### src/rtl/multi_timer.sv
// Multi-channel bus timer: per-channel prescaler, up/down count, one-shot/periodic,
// sticky W1C expiry flag and a combined registered interrupt.
module multi_timer #(
  parameter int unsigned CH = 4,
  parameter int unsigned DW = 32,
  parameter int unsigned AW = 5
) (
  input  logic          clk,
  input  logic          rest,
  input  logic          cs,
  input  logic          as,
  input  logic          rw,
  input  logic [AW-1:0] addr,
  input  logic [DW-1:0] wr_data,
  output logic          rdy,
  output logic [DW-1:0] rd_data,
  output logic          irq
);

  localparam int unsigned IW = AW - 2;

  typedef enum logic [1:0] {
    REG_CTRL  = 2'd0,
    REG_LOAD  = 2'd1,
    REG_COUNT = 2'd2,
    REG_STAT  = 2'd3
  } reg_e;

  logic [CH-1:0] start_q, start_d, dir_q, dir_d, per_q, per_d;
  logic [CH-1:0] ien_q, ien_d, pend_q, pend_d;
  logic [7:0]    psc_q [CH];
  logic [7:0]    psc_d [CH];
  logic [7:0]    pre_q [CH];
  logic [7:0]    pre_d [CH];
  logic [DW-1:0] load_q [CH];
  logic [DW-1:0] load_d [CH];
  logic [DW-1:0] cnt_q [CH];
  logic [DW-1:0] cnt_d [CH];
  logic          rdy_q, irq_q;
  logic [DW-1:0] rd_q, rd_d;

  logic          acc, wr;
  logic [CH-1:0] sel, tick, expire;
  reg_e          rsel;

  // Channel decode by equality so indices >= CH select nothing (reads 0, writes dropped).
  always_comb begin
    acc  = cs & as;
    wr   = acc & ~rw;
    rsel = reg_e'(addr[1:0]);
    sel  = '0;
    for (int unsigned i = 0; i < CH; i++) begin
      sel[i] = (addr[AW-1:2] == IW'(i));
    end
  end

  always_comb begin
    tick   = '0;
    expire = '0;
    for (int unsigned i = 0; i < CH; i++) begin
      tick[i]   = start_q[i] && (pre_q[i] == psc_q[i]);
      expire[i] = start_q[i] && (pre_q[i] == psc_q[i]) &&
                  (dir_q[i] ? (cnt_q[i] == '0) : (cnt_q[i] == load_q[i]));
    end
  end

  // Order matters: W1C, then tick/expiry, then bus writes, so later steps win.
  always_comb begin
    start_d = start_q;
    dir_d   = dir_q;
    per_d   = per_q;
    ien_d   = ien_q;
    pend_d  = pend_q;
    psc_d   = psc_q;
    pre_d   = pre_q;
    load_d  = load_q;
    cnt_d   = cnt_q;
    for (int unsigned i = 0; i < CH; i++) begin
      if (wr && sel[i] && rsel == REG_STAT && wr_data[0]) pend_d[i] = 1'b0;
      if (start_q[i]) pre_d[i] = tick[i] ? '0 : pre_q[i] + 8'd1;
      if (tick[i]) begin
        if (expire[i]) begin
          pend_d[i] = 1'b1;
          if (per_q[i]) cnt_d[i] = dir_q[i] ? load_q[i] : '0;
          else          start_d[i] = 1'b0;
        end else begin
          cnt_d[i] = dir_q[i] ? cnt_q[i] - DW'(1) : cnt_q[i] + DW'(1);
        end
      end
      if (wr && sel[i]) begin
        case (rsel)
          REG_CTRL: begin
            start_d[i] = wr_data[0];
            dir_d[i]   = wr_data[1];
            per_d[i]   = wr_data[2];
            ien_d[i]   = wr_data[3];
            psc_d[i]   = wr_data[15:8];
            cnt_d[i]   = cnt_q[i];
            if (wr_data[0] && !start_q[i]) begin
              cnt_d[i] = wr_data[1] ? load_q[i] : '0;
              pre_d[i] = '0;
            end
          end
          REG_LOAD:  load_d[i] = wr_data;
          REG_COUNT: cnt_d[i]  = wr_data;
          REG_STAT:  ;
        endcase
      end
    end
  end

  always_comb begin
    rd_d = rd_q;
    if (acc && rw) begin
      rd_d = '0;
      for (int unsigned i = 0; i < CH; i++) begin
        if (sel[i]) begin
          case (rsel)
            REG_CTRL:  rd_d[15:0] = {psc_q[i], 4'b0000, ien_q[i], per_q[i], dir_q[i], start_q[i]};
            REG_LOAD:  rd_d = load_q[i];
            REG_COUNT: rd_d = cnt_q[i];
            REG_STAT:  rd_d[1:0] = {start_q[i], pend_q[i]};
          endcase
        end
      end
    end
  end

  always_ff @(posedge clk) begin
    if (!rest) begin
      start_q <= '0;
      dir_q   <= '0;
      per_q   <= '0;
      ien_q   <= '0;
      pend_q  <= '0;
      for (int unsigned i = 0; i < CH; i++) begin
        psc_q[i]  <= '0;
        pre_q[i]  <= '0;
        load_q[i] <= '1;
        cnt_q[i]  <= '0;
      end
      rdy_q <= 1'b0;
      rd_q  <= '0;
      irq_q <= 1'b0;
    end else begin
      start_q <= start_d;
      dir_q   <= dir_d;
      per_q   <= per_d;
      ien_q   <= ien_d;
      pend_q  <= pend_d;
      psc_q   <= psc_d;
      pre_q   <= pre_d;
      load_q  <= load_d;
      cnt_q   <= cnt_d;
      rdy_q   <= acc;
      rd_q    <= rd_d;
      irq_q   <= |(pend_q & ien_q);
    end
  end

  assign rdy     = rdy_q;
  assign rd_data = rd_q;
  assign irq     = irq_q;

endmodule
### config.mk
export PLATFORM = sky130hd
export DESIGN_NAME = multi_timer
export DESIGN_NICKNAME = d
export VERILOG_FILES = /design/src/rtl/multi_timer.sv
export SDC_FILE = /design/constraint.sdc
export NUM_CORES = 2
export LEC_CHECK = 0
export ABC_CLOCK_PERIOD_IN_PS = 10200
export CORE_MARGIN = 4
export CORE_UTILIZATION = 29
export DETAILED_ROUTE_END_ITERATION = 6
export GPL_TIMING_DRIVEN = 1
export MAX_ROUTING_LAYER = met4
export SKIP_LAST_GASP = 1
export SLEW_MARGIN = 25
export SYNTH_ARGS = -nofsm -noshare
export SYNTH_HDL_FRONTEND = slang
export SYNTH_SLANG_ARGS = --single-unit
### constraint.sdc
create_clock -name clk -period 10.2 [get_ports clk]
set_input_delay 1.53 -clock clk [delete_from_list [all_inputs] [get_ports clk]]
set_output_delay 1.53 -clock clk [all_outputs]
set_load 0.1 [all_outputs]
# Word level (Yosys, flattened, before mapping)
# Index checks and enable logic that the tools add are counted.
totals:
  ff_bits: 374
  in_bits: 42
  out_inout_bits: 34
  word_cells: 219
classes:
  n_addsub: 12
  n_eq_ne: 18
  n_mux: 108
  n_bitwise: 4
  n_reduce_logical: 44
op_table:
  columns: ["op", "n"]
  rows:
  - ["32-bit 2-to-1 mux", 36]
  - ["32-bit case mux with 2 select lines", 4]
  - ["14-bit case mux with 3 select lines", 4]
  - ["8-bit 2-to-1 mux", 20]
  - ["32-bit by 1-bit adder with 32-bit output, second input constant", 4]
  - ["32-bit equality test", 4]
  - ["32-bit zero test", 4]
  - ["16-bit case mux with 2 select lines", 4]
  - ["32-bit by 1-bit subtractor with 32-bit output, second input constant", 4]
  - ["1-bit 2-to-1 mux", 36]
  - ["8-bit by 1-bit adder with 8-bit output, second input constant", 4]
  - ["8-bit equality test", 4]
  - ["2-bit case mux with 4 select lines", 4]
  - ["1-bit logical AND", 25]
  - ["2-bit AND reduction", 8]
  - ["3-bit != test, second input constant", 4]
  - ["3-bit by 2-bit equality test with 1-bit output, second input constant", 2]
  - ["4-bit AND", 1]
  - ["2-bit equality test, second input constant", 2]
  - ["1-bit zero test", 4]
  - ["4-bit OR reduction", 1]
  - ["3-bit by 1-bit equality test with 1-bit output, second input constant", 1]
  - ["3-bit zero test", 1]
  - ["1-bit AND", 2]
  - ["other kinds (3)", 3]

# Logic depth before layout (Yosys ltp)
depth:
  word_depth: 9
  ltp_mapped: 13
  depth_no_buf: 11

# Worst setup path after synthesis
# Ideal clock, no wire load.
synth_path:
  path_kind: "in2reg"
  from: "input addr[0]"
  to: "register cnt_q[118] (netlist name)"
  setup_ps: 81
  arrival_time_ps: 3423
  t_required_ps: 10119
  path_slack_ps: 6696
  cell_stages: 10
  path_cell_list: "inv_1 > ha_1 > clkbuf_1 > clkbuf_1 > clkbuf_1 > clkbuf_1 > a22oi_1 > o31ai_1 > o21ai_0 > a41oi_1"
synth_between:
  elab_chain_len: 3
  elab_cells_between_ends: 5
  cone_classes: "2 x eq/ne; 2 x mux; 1 x reduce/logical"
synth_rtl:
  columns: ["item", "line_no", "rtl"]
  rows:
  - ["from (decl)", "13", "input logic [AW-1:0] addr,"]
  - ["2-bit equality test / 2-bit zero test (equally long branches)", "91", "case (rsel)"]
  - ["32-bit case mux with 2 select lines", "91", null]
  - ["32-bit 2-to-1 mux", "90", "if (wr && sel[i]) begin"]
  - ["to (signal assigned)", "154", "cnt_q <= cnt_d;"]
  - ["to (decl)", "37", "logic [DW-1:0] cnt_q [CH];"]
# Several ways; a longest one is shown, not always the timed one.
# A chain may end at the register's enable or synchronous reset.

# Final worst setup path
layout_path:
  from: "input addr[2]"
  to: "register cnt_q[84] (netlist name)"
layout_between:
  elab_chain_len: 3
  elab_cells_between_ends: 4
  cone_classes: "2 x eq/ne; 1 x mux; 1 x reduce/logical"
layout_rtl:
  columns: ["item", "line_no", "rtl"]
  rows:
  - ["3-bit by 1-bit equality test with 1-bit output (*)", "53", "sel[i] = (addr[AW-1:2] == IW'(i));"]
  - ["1-bit logical AND (*)", "90", null]
  - ["3-bit != test (no line) / 32-bit 2-to-1 mux (equally long branches)", null, null]
# Mark *: on every way between the ends. The rest lies on a longest branch, timed or not.

==> results.sh <==
export IMPL_core_area_um2=96900
export IMPL_timing_fmax_mhz=163
export IMPL_synth_flop_cell="dfxtp_1"
export IMPL_grt_pass1_wl_um=185000
export IMPL_min_period_ns=6.13
export IMPL_hp_class="flop to flop"
export IMPL_fin_ws_ns=4.07
export IMPL_drt_initial_drc_count=4730
export IMPL_cp_end_kind="flop"
export IMPL_firstDrtPassIters=7
export IMPL_vias=31400
export IMPL_finalSetupTns_ns=0
export IMPL_die_x_um=321
export IMPL_syn_to_final_growth_pct=11.3
export IMPL_wire_per_inst_um=25.1
export IMPL_cts_resized=0
export IMPL_yosysTopAreaCell="dfxtp_1"
export IMPL_async_flop_share_pct=0
export IMPL_leakage_nw=12.4
export IMPL_synth_top_area_share_pct=26.4
export IMPL_synth_seq_cells=374
export IMPL_synth_most_common_cell="nand2_1"
export IMPL_die_height_um=321
export IMPL_finish_utilization_pct=32.6
export IMPL_track_usage_pct=24.1
export IMPL_power_mw=3.65
export IMPL_worst_pin_slew_ns=1.09
export IMPL_netlist_area_um2=28300
export IMPL_place_ws_ns=3.80
export IMPL_wl_um=128000
export IMPL_synthTopCellsByArea="dfxtp_1, nand2_1, a21oi_1, ha_1, xor2_1"
export IMPL_clockRootBuffer="clkbuf_16"
export IMPL_rsz0062_at_grt="no"
export IMPL_place_hpwl_um=90200
export IMPL_crit_type="input port to flop"
export IMPL_yosysSeqAreaShare_pct=26.4
export IMPL_viasPerCell=6.19
export IMPL_holdWs_ns=0.450
export IMPL_syn_num_nets=4038
export IMPL_grt_overflow=0
export IMPL_grt_antenna_before_repair=6
export IMPL_finalClockSkew_ns=0.0397
export IMPL_slew_viol_final=0
export IMPL_clock_sinks=374
export IMPL_setup_violations_final=0
export IMPL_yosysWarnings=0
export IMPL_max_vdd_ir_drop_uv=106
export IMPL_cts_made_buffers=44
export IMPL_pin_count=76
export IMPL_p_per_area_nw_per_um2=116
export IMPL_start_kind="input port"
export IMPL_hold_viol=0
export IMPL_avgSynthCellArea_um2=7.34
export IMPL_postCtsHoldBufs=0
export IMPL_drc=33
export IMPL_first_global_vias=28200
export IMPL_numPortBuffers=75
export IMPL_netlist_instances=3862
export IMPL_synth_edf_count=0
export IMPL_crit_path_max_fanout=25
export IMPL_period_share_pct=60.1
export IMPL_ant_nets=0
export IMPL_violations="design-rule violations"
export IMPL_ys_types=93
export IMPL_status="complete, but fails checks"
export IMPL_drive_gt1_share_pct=5.04
export IMPL_relSlewSlack_pct=27.4
export IMPL_clk_pin_slew_ns=0.06
export IMPL_die_area_um2=103000
export IMPL_std_cell_rows=114
export IMPL_layout_nets=3932
export IMPL_arrival_ns=6.57
export IMPL_gp_congestion=1.02
export IMPL_tritoncts="built"
export IMPL_synth_commonest_cells="nand2_1, a21oi_1, dfxtp_1, nor2_1, clkbuf_1"
export IMPL_worst_skew_pair_late_latency_ns=0.61
export IMPL_fillers=10300
export IMPL_worstPathRequired_ns=10.64
export IMPL_grt_start_max_net_pins=146
export IMPL_initial_utilization_pct=29.3
export IMPL_cts_buffer_depth=3
export IMPL_post_cts_buffers=0
export IMPL_htreeDepth=2
export IMPL_cap_violations=0
[worst max-delay path, cell delays in order]
cell             delay, ns
clkdlybuf4s50_1       0.84
nor2b_1               0.82
nand2b_1              0.80
nor2_1                0.80
o21ai_1               0.55
nand2_1               0.48
inv_1                 0.11
a31oi_1               0.19
o22ai_1               0.10
a32oi_1               0.23
o41ai_1               0.10
[state kept, by name, summed over array words and instances, names as in the netlist]
| register | cells |
|---|---|
| irq | 1 |
| pend_q | 4 |
| psc_q | 32 |
| start_q | 4 |
| per_q | 4 |
| ien_q | 4 |
| rd_data | 32 |
| cnt_q | 128 |
| load_q | 128 |
| rdy | 1 |
| dir_q | 4 |
| pre_q | 32 |
[metrics by stage]
stage / instances / cell area [µm²]
floorplan: 3862 / 28300
global placement: 4986 / 30100
detailed placement: 4986 / 30100
CTS: 5065 / 31500
global route: 5069 / 31500
finish: 5072 / 31500
[report_power, final]
part | switching, mW | total (mW) | internal [mW]
Combinational | 0.352 | 0.485 | 0.134
Clock | 0.709 | 1.64 | 0.935
Sequential | 0.0434 | 1.52 | 1.48
[worst paths after layout]
kind | start | endpoint | slack, ns | depth (start not counted)
setup / recovery | addr[2] | cnt_q[84] | 4.07 | 11
hold / removal | rd_data[2] | rd_data[2] | 0.45 | 2
setup reg to reg | dir_q[0] | cnt_q[126] | 5.94 | 12
hold reg to reg | rd_data[2] | rd_data[2] | 0.45 | 2
[layer usage]
layer	vias up	routed length [µm]	track usage, %	share of wire, %
met5	-	0	-	0
met4	0	6650	10.3	5.2
met3	405	16600	7.48	13
met2	1993	52600	34.2	41
met1	14900	51700	31.4	41
li1	14000	-	-	-
[cell type report]
class | count | area (µm²) | share of cell area, %
flip-flops and latches | 374 | 7490 | 23.7
inverters | 45 | 171 | 0.544
clock inverters | 16 | 195 | 0.619
repair buffers | 138 | 1230 | 3.91
diodes | 7 | 17.5 | 0.0555
well taps | 1276 | 1600 | 5.06
multi-input cells | 3153 | 19600 | 62.1
clock buffers | 63 | 1250 | 3.97
[logic make-up (layout without fill, tap and decap cells)]
| group | after synthesis | after routing | synth area share, % |
|---|---|---|---|
| AOI/OAI and AO/OA | 1262 | 1262 | 29.9 |
| xor gates and xnor gates | 295 | 295 | 9.12 |
| adders and majority gates | 134 | 134 | 6.02 |
| buffers and inverters | 335 | 262 | 4.63 |
| DFF | 374 | 374 | 26.4 |
| muxes | 34 | 34 | 1.29 |
| other | 0 | 7 | 0 |
| and+or+nand+nor | 1428 | 1428 | 22.6 |
[layout by cell type, fill, tap and decap left out, types with 78 or more instances in the layout]
cell type and count:
nand2_1 670, a21oi_1 381, dfxtp_1 373, nor2_1 238, nand3_1 215, o21ai_0 200, xor2_1 181, ha_1 127
xnor2_1 114, a21o_1 78
No activity file was read; power rests on OpenSTA's default activity.
